--- config.mk ---
export PLATFORM = sky130hd
export DESIGN_NAME = lcd_read_ctrl_flat
export DESIGN_NICKNAME = d
export VERILOG_FILES = /design/src/rtl/lcd_pkg.sv /design/src/rtl/lcd_read_ctrl_if.sv /design/src/rtl/lcd_tick_gen.sv /design/src/rtl/lcd_read_ctrl.sv /design/src/flat_wrapper.sv
export SDC_FILE = /design/constraint.sdc
export NUM_CORES = 1
export LEC_CHECK = 0
export CAP_MARGIN = 20
export CORE_MARGIN = 8
export CORE_UTILIZATION = 30
export CTS_CLUSTER_DIAMETER = 60
export DETAILED_ROUTE_END_ITERATION = 7
export PLACE_DENSITY = 0.56
export SYNTH_ARGS = -nofsm -noshare
export SYNTH_HDL_FRONTEND = slang
export SYNTH_SLANG_ARGS = --single-unit
--- constraint.sdc ---
create_clock -name clk -period 4.9 [get_ports clk]
set_input_delay 0.735 -clock clk [delete_from_list [all_inputs] [get_ports clk]]
set_output_delay 0.735 -clock clk [all_outputs]
set_load 0.02 [all_outputs]
--- src/rtl/lcd_pkg.sv ---
// Shared definitions for the HD44780 4-bit LCD read and write paths.
// Holds the read FSM state encoding, RS pin meanings, bus widths and the
// position of the busy flag within a status byte.
package lcd_pkg;

  localparam int unsigned LCD_NIB_W  = 4;
  localparam int unsigned LCD_BYTE_W = 8;
  localparam int unsigned LCD_BF_BIT = 7;

  localparam logic LCD_RS_CMD  = 1'b0;
  localparam logic LCD_RS_DATA = 1'b1;

  typedef enum logic [2:0] {
    ST_IDLE,
    ST_SETUP,
    ST_E_HI1,
    ST_E_LO1,
    ST_E_HI2,
    ST_E_LO2,
    ST_DONE
  } lcd_rd_state_e;

endpackage

--- src/rtl/lcd_read_ctrl_if.sv ---
// Request/response handshake between a client and the LCD read controller.
//   master : client side   (drives req_valid, req_rs, req_wait_idle)
//   slave  : controller    (drives req_ready, resp_valid, resp_data, resp_timeout)
interface lcd_read_ctrl_if;
  import lcd_pkg::*;

  logic                  req_valid;
  logic                  req_ready;
  logic                  req_rs;
  logic                  req_wait_idle;
  logic                  resp_valid;
  logic [LCD_BYTE_W-1:0] resp_data;
  logic                  resp_timeout;

  modport master (
    output req_valid, req_rs, req_wait_idle,
    input  req_ready, resp_valid, resp_data, resp_timeout
  );

  modport slave (
    input  req_valid, req_rs, req_wait_idle,
    output req_ready, resp_valid, resp_data, resp_timeout
  );
endinterface

--- src/rtl/lcd_tick_gen.sv ---
// Bus-phase divider: tick_o is high for one clk out of every TICK_DIV.
// restart_i zeroes the count so the next tick lands a full TICK_DIV cycles
// later (tick_o is high while the count sits at TICK_DIV-1).
//   clk, rst  : clock, async active-low reset
//   restart_i : synchronous restart of the phase
//   tick_o    : one-clk phase-end strobe
module lcd_tick_gen #(
  parameter int unsigned TICK_DIV = 50
) (
  input  logic clk,
  input  logic rst,
  input  logic restart_i,
  output logic tick_o
);

  localparam int unsigned CNT_W = (TICK_DIV > 1) ? $clog2(TICK_DIV) : 1;

  logic [CNT_W-1:0] cnt_q, cnt_d;
  logic             tick_q, tick_d;

  // Count 0..TICK_DIV-1; tick is registered one count early so it is
  // asserted exactly while the count is at its last value.
  always_comb begin
    cnt_d  = cnt_q;
    tick_d = 1'b0;
    if (restart_i) begin
      cnt_d = '0;
    end else begin
      if (cnt_q == CNT_W'(TICK_DIV - 1)) cnt_d = '0;
      else                               cnt_d = cnt_q + CNT_W'(1);
      tick_d = (cnt_q == CNT_W'(TICK_DIV - 2));
    end
  end

  always_ff @(posedge clk or negedge rst) begin
    if (!rst) begin
      cnt_q  <= '0;
      tick_q <= 1'b0;
    end else begin
      cnt_q  <= cnt_d;
      tick_q <= tick_d;
    end
  end

  assign tick_o = tick_q;

endmodule

--- src/rtl/lcd_read_ctrl.sv ---
// Read-side controller for a 4-bit HD44780 LCD bus. Performs a two-nibble
// read (status when RS=0, DDRAM/CGRAM data when RS=1) and optionally repeats
// status reads until the busy flag clears or BUSY_POLL_MAX retries elapse.
//   clk, rst   : clock, async active-low reset
//   rd         : request/response handshake (slave side)
//   bus_busy   : tells the pin arbiter to release lcd_db to the LCD
//   lcd_rs/rw/e: LCD control pins
//   lcd_db_in  : LCD D7..D4 while the bus is tristated
module lcd_read_ctrl
  import lcd_pkg::*;
#(
  parameter int unsigned TICK_DIV      = 50,
  parameter int unsigned BUSY_POLL_MAX = 1000
) (
  input  logic                 clk,
  input  logic                 rst,
  lcd_read_ctrl_if.slave       rd,
  output logic                 bus_busy,
  output logic                 lcd_rs,
  output logic                 lcd_rw,
  output logic                 lcd_e,
  input  logic [LCD_NIB_W-1:0] lcd_db_in
);

  localparam int unsigned POLL_W = $clog2(BUSY_POLL_MAX + 1);

  lcd_rd_state_e         state_q, state_d;
  logic                  rs_q, rs_d;
  logic                  wait_q, wait_d;
  logic [LCD_BYTE_W-1:0] data_q, data_d;
  logic [POLL_W-1:0]     poll_q, poll_d;
  logic                  resp_valid_q, resp_valid_d;
  logic [LCD_BYTE_W-1:0] resp_data_q, resp_data_d;
  logic                  resp_to_q, resp_to_d;
  logic                  rdy_q, rdy_d;
  logic                  busy_q, busy_d;
  logic                  lcd_rs_q, lcd_rs_d;
  logic                  lcd_rw_q, lcd_rw_d;
  logic                  lcd_e_q, lcd_e_d;
  logic                  accept_c;
  logic                  tick;

  assign accept_c = rd.req_valid & rdy_q;

  // Phase timer; restarting on accept makes SETUP a full phase.
  lcd_tick_gen #(
    .TICK_DIV (TICK_DIV)
  ) u_tick (
    .clk       (clk),
    .rst       (rst),
    .restart_i (accept_c),
    .tick_o    (tick)
  );

  // Next-state, capture and registered-output decode.
  always_comb begin
    state_d      = state_q;
    rs_d         = rs_q;
    wait_d       = wait_q;
    data_d       = data_q;
    poll_d       = poll_q;
    resp_valid_d = 1'b0;
    resp_data_d  = resp_data_q;
    resp_to_d    = resp_to_q;

    unique case (state_q)
      ST_IDLE: begin
        if (accept_c) begin
          state_d = ST_SETUP;
          rs_d    = rd.req_rs;
          wait_d  = rd.req_wait_idle;
          poll_d  = '0;
        end
      end
      ST_SETUP: if (tick) state_d = ST_E_HI1;
      ST_E_HI1: begin
        if (tick) begin
          data_d[7:4] = lcd_db_in;
          state_d     = ST_E_LO1;
        end
      end
      ST_E_LO1: if (tick) state_d = ST_E_HI2;
      ST_E_HI2: begin
        if (tick) begin
          data_d[3:0] = lcd_db_in;
          state_d     = ST_E_LO2;
        end
      end
      ST_E_LO2: begin
        if (tick) begin
          // Only status reads in wait mode retry on BF=1.
          if (wait_q && (rs_q == LCD_RS_CMD) && data_q[LCD_BF_BIT]
              && (poll_q < POLL_W'(BUSY_POLL_MAX))) begin
            poll_d  = poll_q + POLL_W'(1);
            state_d = ST_SETUP;
          end else begin
            state_d      = ST_DONE;
            resp_valid_d = 1'b1;
            resp_data_d  = data_q;
            resp_to_d    = wait_q && (rs_q == LCD_RS_CMD) && data_q[LCD_BF_BIT];
          end
        end
      end
      ST_DONE: state_d = ST_IDLE;
      default: state_d = ST_IDLE;
    endcase

    // Pins follow the state being entered so they change on the state edge.
    rdy_d    = (state_d == ST_IDLE);
    busy_d   = (state_d != ST_IDLE);
    lcd_rw_d = state_d inside {ST_SETUP, ST_E_HI1, ST_E_LO1, ST_E_HI2, ST_E_LO2};
    lcd_e_d  = state_d inside {ST_E_HI1, ST_E_HI2};
    lcd_rs_d = lcd_rw_d ? rs_d : 1'b0;
  end

  always_ff @(posedge clk or negedge rst) begin
    if (!rst) begin
      state_q      <= ST_IDLE;
      rs_q         <= 1'b0;
      wait_q       <= 1'b0;
      data_q       <= '0;
      poll_q       <= '0;
      resp_valid_q <= 1'b0;
      resp_data_q  <= '0;
      resp_to_q    <= 1'b0;
      rdy_q        <= 1'b1;
      busy_q       <= 1'b0;
      lcd_rs_q     <= 1'b0;
      lcd_rw_q     <= 1'b0;
      lcd_e_q      <= 1'b0;
    end else begin
      state_q      <= state_d;
      rs_q         <= rs_d;
      wait_q       <= wait_d;
      data_q       <= data_d;
      poll_q       <= poll_d;
      resp_valid_q <= resp_valid_d;
      resp_data_q  <= resp_data_d;
      resp_to_q    <= resp_to_d;
      rdy_q        <= rdy_d;
      busy_q       <= busy_d;
      lcd_rs_q     <= lcd_rs_d;
      lcd_rw_q     <= lcd_rw_d;
      lcd_e_q      <= lcd_e_d;
    end
  end

  assign rd.req_ready    = rdy_q;
  assign rd.resp_valid   = resp_valid_q;
  assign rd.resp_data    = resp_data_q;
  assign rd.resp_timeout = resp_to_q;
  assign bus_busy        = busy_q;
  assign lcd_rs          = lcd_rs_q;
  assign lcd_rw          = lcd_rw_q;
  assign lcd_e           = lcd_e_q;

endmodule

--- src/flat_wrapper.sv ---
// flat-port wrapper written by rule: the top's interface ports become plain ports
module lcd_read_ctrl_flat import lcd_pkg::*;
#(
  parameter int unsigned TICK_DIV      = 50,
  parameter int unsigned BUSY_POLL_MAX = 1000
)
  (clk, rst, bus_busy, lcd_rs, lcd_rw, lcd_e, lcd_db_in, rd_req_valid, rd_req_rs, rd_req_wait_idle, rd_req_ready, rd_resp_valid, rd_resp_data, rd_resp_timeout);
  lcd_read_ctrl_if rd_i ();
  input  logic clk;
  input  logic rst;
  output logic bus_busy;
  output logic lcd_rs;
  output logic lcd_rw;
  output logic lcd_e;
  input  logic [LCD_NIB_W-1:0] lcd_db_in;
  input wire logic [$bits(rd_i.req_valid)-1:0] rd_req_valid;
  input wire logic [$bits(rd_i.req_rs)-1:0] rd_req_rs;
  input wire logic [$bits(rd_i.req_wait_idle)-1:0] rd_req_wait_idle;
  output wire logic [$bits(rd_i.req_ready)-1:0] rd_req_ready;
  output wire logic [$bits(rd_i.resp_valid)-1:0] rd_resp_valid;
  output wire logic [$bits(rd_i.resp_data)-1:0] rd_resp_data;
  output wire logic [$bits(rd_i.resp_timeout)-1:0] rd_resp_timeout;
  assign rd_i.req_valid = rd_req_valid;
  assign rd_i.req_rs = rd_req_rs;
  assign rd_i.req_wait_idle = rd_req_wait_idle;
  assign rd_req_ready = rd_i.req_ready;
  assign rd_resp_valid = rd_i.resp_valid;
  assign rd_resp_data = rd_i.resp_data;
  assign rd_resp_timeout = rd_i.resp_timeout;
  lcd_read_ctrl #(.TICK_DIV(TICK_DIV), .BUSY_POLL_MAX(BUSY_POLL_MAX)) u_core (.clk(clk), .rst(rst), .rd(rd_i), .bus_busy(bus_busy), .lcd_rs(lcd_rs), .lcd_rw(lcd_rw), .lcd_e(lcd_e), .lcd_db_in(lcd_db_in));
endmodule
==> impl_metrics.sql <==
INSERT INTO impl_metrics (metric_group, metric, value, unit) VALUES
('synthesis', 'synth_cell_type_count', '43', ''),
('clock_tree', 'tritoncts_num_sinks', '45', ''),
('synthesis', 'yosys-top-cells-area', 'sky130_fd_sc_hd__dfrtp_1, sky130_fd_sc_hd__mux2_2, sky130_fd_sc_hd__o21ai_0, sky130_fd_sc_hd__nand2_1, sky130_fd_sc_hd__ha_1', ''),
('clock_tree', 'tritoncts', 'yes', ''),
('setup_path', 'cp_data_arrival_time', '2.40', 'ns'),
('power_and_ir_drop', 'power.sequential.fraction', '52.4', '%'),
('synthesis', 'yosysTopAreaCellShare', '54.7', '%'),
('floorplan', 'pin_count', '24', ''),
('final_layout', 'design.final.nets', '214', ''),
('synthesis', 'synthesized_area_fraction_occupied_by_ao_oa_aoi_and_oai_cells', '10.4', '%'),
('synthesis', 'adder_cell_share_of_the_synthesized_area', '2.49', '%'),
('floorplan', 'floorplan.die.width', '97.9', 'um'),
('placement', 'portBuffers', '23', ''),
('clock_tree', 'cts_root_buffer', 'sky130_fd_sc_hd__clkbuf_8', ''),
('grt', 'gr_ovfl_total', '0', ''),
('grt', 'grt_pass1_wl', '6640', 'um'),
('sta', 'setup_viol', '0', ''),
('synthesis', 'netlist_area', '2010', 'um2'),
('power_and_ir_drop', 'power.clock.fraction', '27.2', '%'),
('clock_tree', 'post_cts_resize_count', '0', ''),
('power_and_ir_drop', 'cellPowerDensity', '411', 'nW/um2'),
('detailed_routing', 'drt_iter0_markers', '35', ''),
('grt', 'grt_start_max_net_pins', '46', ''),
('clock_tree', 'clk_path_buf_depth', '2', ''),
('synthesis', 'synth-xor-area-share', '2.18', '%'),
('grt', 'grt_antenna_before_repair', '0', ''),
('placement', 'hpwlAfterDp', '2760', 'um'),
('setup_path', 'worst-path-max-fanout', '9', ''),
('detailed_routing', 'vias_per_cell', '4.80', ''),
('sta', 'setup_tns', '0', 'ns'),
('sta', 'max_freq', '448', 'MHz'),
('outcome', 'status', 'completed', ''),
('sta', 'timing_hold_violations_final', '0', ''),
('run', 'max_cap_viol_count', '0', ''),
('clock_tree', 'post-cts-setup-buffers', '0', ''),
('grt', 'grt_pass1_vias', '1342', ''),
('power_and_ir_drop', 'total_power', '1.00', 'mW'),
('synthesis', 'synthArstFlopShare', '100', '%'),
('synthesis', 'mappedNetlistNets', '188', ''),
('floorplan', 'floorplan.rows', '30', ''),
('synthesis', 'synth_simple_gate_area_share', '16.7', '%'),
('sta', 'final.setup_skew', '0.00479', 'ns'),
('clock_tree', 'cts.reportedPaths.clkPinSlew', '0.08', 'ns'),
('grt', 'grt.total_usage', '8.67', '%'),
('clock_tree', 'postCtsHoldBufs', '0', ''),
('placement', 'place.gp.congestion', '0.730', ''),
('sta', 'timing_worst_slew_pin_value', '0.548', 'ns'),
('floorplan', 'fp.coreArea', '6640', 'um2'),
('sta', 'period_minus_slack', '2.23', 'ns'),
('floorplan', 'die-height', '97.9', 'um'),
('synthesis', 'post_synthesis_cells', '175', ''),
('floorplan', 'floorplan.die_area', '9590', 'um2'),
('placement', 'post-place-cells', '273', ''),
('final_layout', 'drive_above_1_share', '17.3', '%'),
('synthesis', 'synth.yosys.seq_area_share', '56.0', '%'),
('final_layout', 'area_growth', '21.3', '%'),
('power_and_ir_drop', 'p_leak', '1.06', 'nW'),
('synthesis', 'ys_ff_latch', '45', ''),
('clock_tree', 'tritoncts.num_buffers', '5', ''),
('synthesis', 'synth_top_flop_cell', 'sky130_fd_sc_hd__dfrtp_1', ''),
('power_and_ir_drop', 'p_switching', '306', 'uW'),
('sta', 'final.period_utilization', '45.6', '%'),
('sta', 'maxSlewHeadroom', '63.2', '%'),
('synthesis', 'synth_edf_count', '0', ''),
('sta', 'timing.hold.ws', '0.361', 'ns'),
('power_and_ir_drop', 'power.internal', '698', 'uW'),
('final_layout', 'antennaDiodeCount', '0', ''),
('final_layout', 'finalCoreUtilization', '36.8', '%'),
('detailed_routing', 'final_antenna_net_count', '0', ''),
('setup_path', 'setup.worst_path.start_class', 'primary input', ''),
('sta', 'grt_setup_unrepaired', 'false', '');
-- cells in the mapped netlist (2+ instances only) --
| cell type | instances |
|---|---|
| sky130_fd_sc_hd__a21oi_1 | 7 |
| sky130_fd_sc_hd__and3_1 | 3 |
| sky130_fd_sc_hd__clkbuf_1 | 3 |
| sky130_fd_sc_hd__dfrtp_1 | 44 |
| sky130_fd_sc_hd__ha_1 | 4 |
| sky130_fd_sc_hd__inv_1 | 7 |
| sky130_fd_sc_hd__mux2_2 | 17 |
| sky130_fd_sc_hd__nand2_1 | 15 |
| sky130_fd_sc_hd__nand3_1 | 9 |
| sky130_fd_sc_hd__nand4_1 | 2 |
| sky130_fd_sc_hd__nor2_1 | 11 |
| sky130_fd_sc_hd__o21ai_0 | 12 |
| sky130_fd_sc_hd__o22ai_1 | 2 |
| sky130_fd_sc_hd__o31ai_1 | 2 |
| sky130_fd_sc_hd__or3_1 | 6 |
| sky130_fd_sc_hd__xnor2_1 | 2 |
| sky130_fd_sc_hd__xor2_1 | 3 |
-- metal layers --
metal | up-vias | share of wire [%] | wire (um) | track usage [%]
met1 | 657 | 48 | 1920 | 10.8
met5 | - | 0 | 0 | 0
met3 | 6 | 3.8 | 152 | 2.77
met4 | 0 | 1.6 | 63 | 3.96
met2 | 17 | 46 | 1820 | 13.3
li1 | 675 | - | - | -
-- critical path, cell delays in order --
cell	delay, ns
sky130_fd_sc_hd__clkdlybuf4s50_1	0.50
sky130_fd_sc_hd__nand2_1	0.17
sky130_fd_sc_hd__nor4_4	0.45
sky130_fd_sc_hd__mux2_2	0.41
sky130_fd_sc_hd__nor3b_1	0.14
-- final timing paths --
check                      cells past startpoint  slack [ns]                 from                     end
setup reg to reg                               4        3.05  u_core.rd.req_ready           u_core.lcd_rs
hold / removal                                 1        0.36                  rst    u_core.u_tick.tick_o
hold reg to reg                                2        0.49        u_core.wait_q           u_core.wait_q
max in group asynchronous                      2        4.05                  rst  u_core.rd.resp_data[4]
min in group clk                               2        0.49        u_core.wait_q           u_core.wait_q
setup / recovery                               5        2.67         rd_req_valid           u_core.lcd_rs
-- flip-flops by register name (all words and copies together), names as in the netlist --
register / cells
u_core.rd.resp_timeout: 1
u_core.state_q: 3
u_core.u_tick.cnt_q: 6
u_core.rd.resp_valid: 1
u_core.lcd_e: 1
u_core.wait_q: 1
u_core.rs_q: 1
u_core.poll_q: 10
u_core.rd.req_ready: 1
u_core.data_q: 8
u_core.u_tick.tick_o: 1
u_core.lcd_rs: 1
u_core.lcd_rw: 1
u_core.rd.resp_data: 8
u_core.bus_busy: 1
-- cells by family after synthesis --
| kind of cell | after synthesis |
|---|---|
| xor gates and xnor gates | 5 |
| AOI/OAI and AO/OA | 32 |
| and+or+nand+nor | 59 |
| DFF | 45 |
| buffers and inverters | 13 |
| adders and majority gates | 4 |
| muxes | 17 |
-- power groups by stage --
stage	Combinational (mW)	Sequential, mW	Clock (mW)
2_1_floorplan	0.140	0.520	0
3_3_place_gp	0.204	0.534	0
3_5_place_dp	0.207	0.532	0
4_1_cts	0.209	0.526	0.281
5_1_grt	0.238	0.541	0.296
6_report	0.205	0.526	0.273
-- stage by stage --
step	worst slack, ns	instance area (um2)
floorplan	3.09	2010
global placement	2.35	2310
detailed placement	2.32	2310
CTS	2.65	2420
global route	2.55	2440
finish	2.67	2440
-- layout make-up --
cell class | instances | area, um2
clock inverters | 2 | 35.0
well taps | 80 | 100
inverters | 8 | 30.0
fillers | 650 | 4200
flip-flops and latches | 45 | 1130
clock buffers | 6 | 72.6
repair buffers | 24 | 245
multi-input cells | 117 | 832
Power figures use the tool's default switching activity.
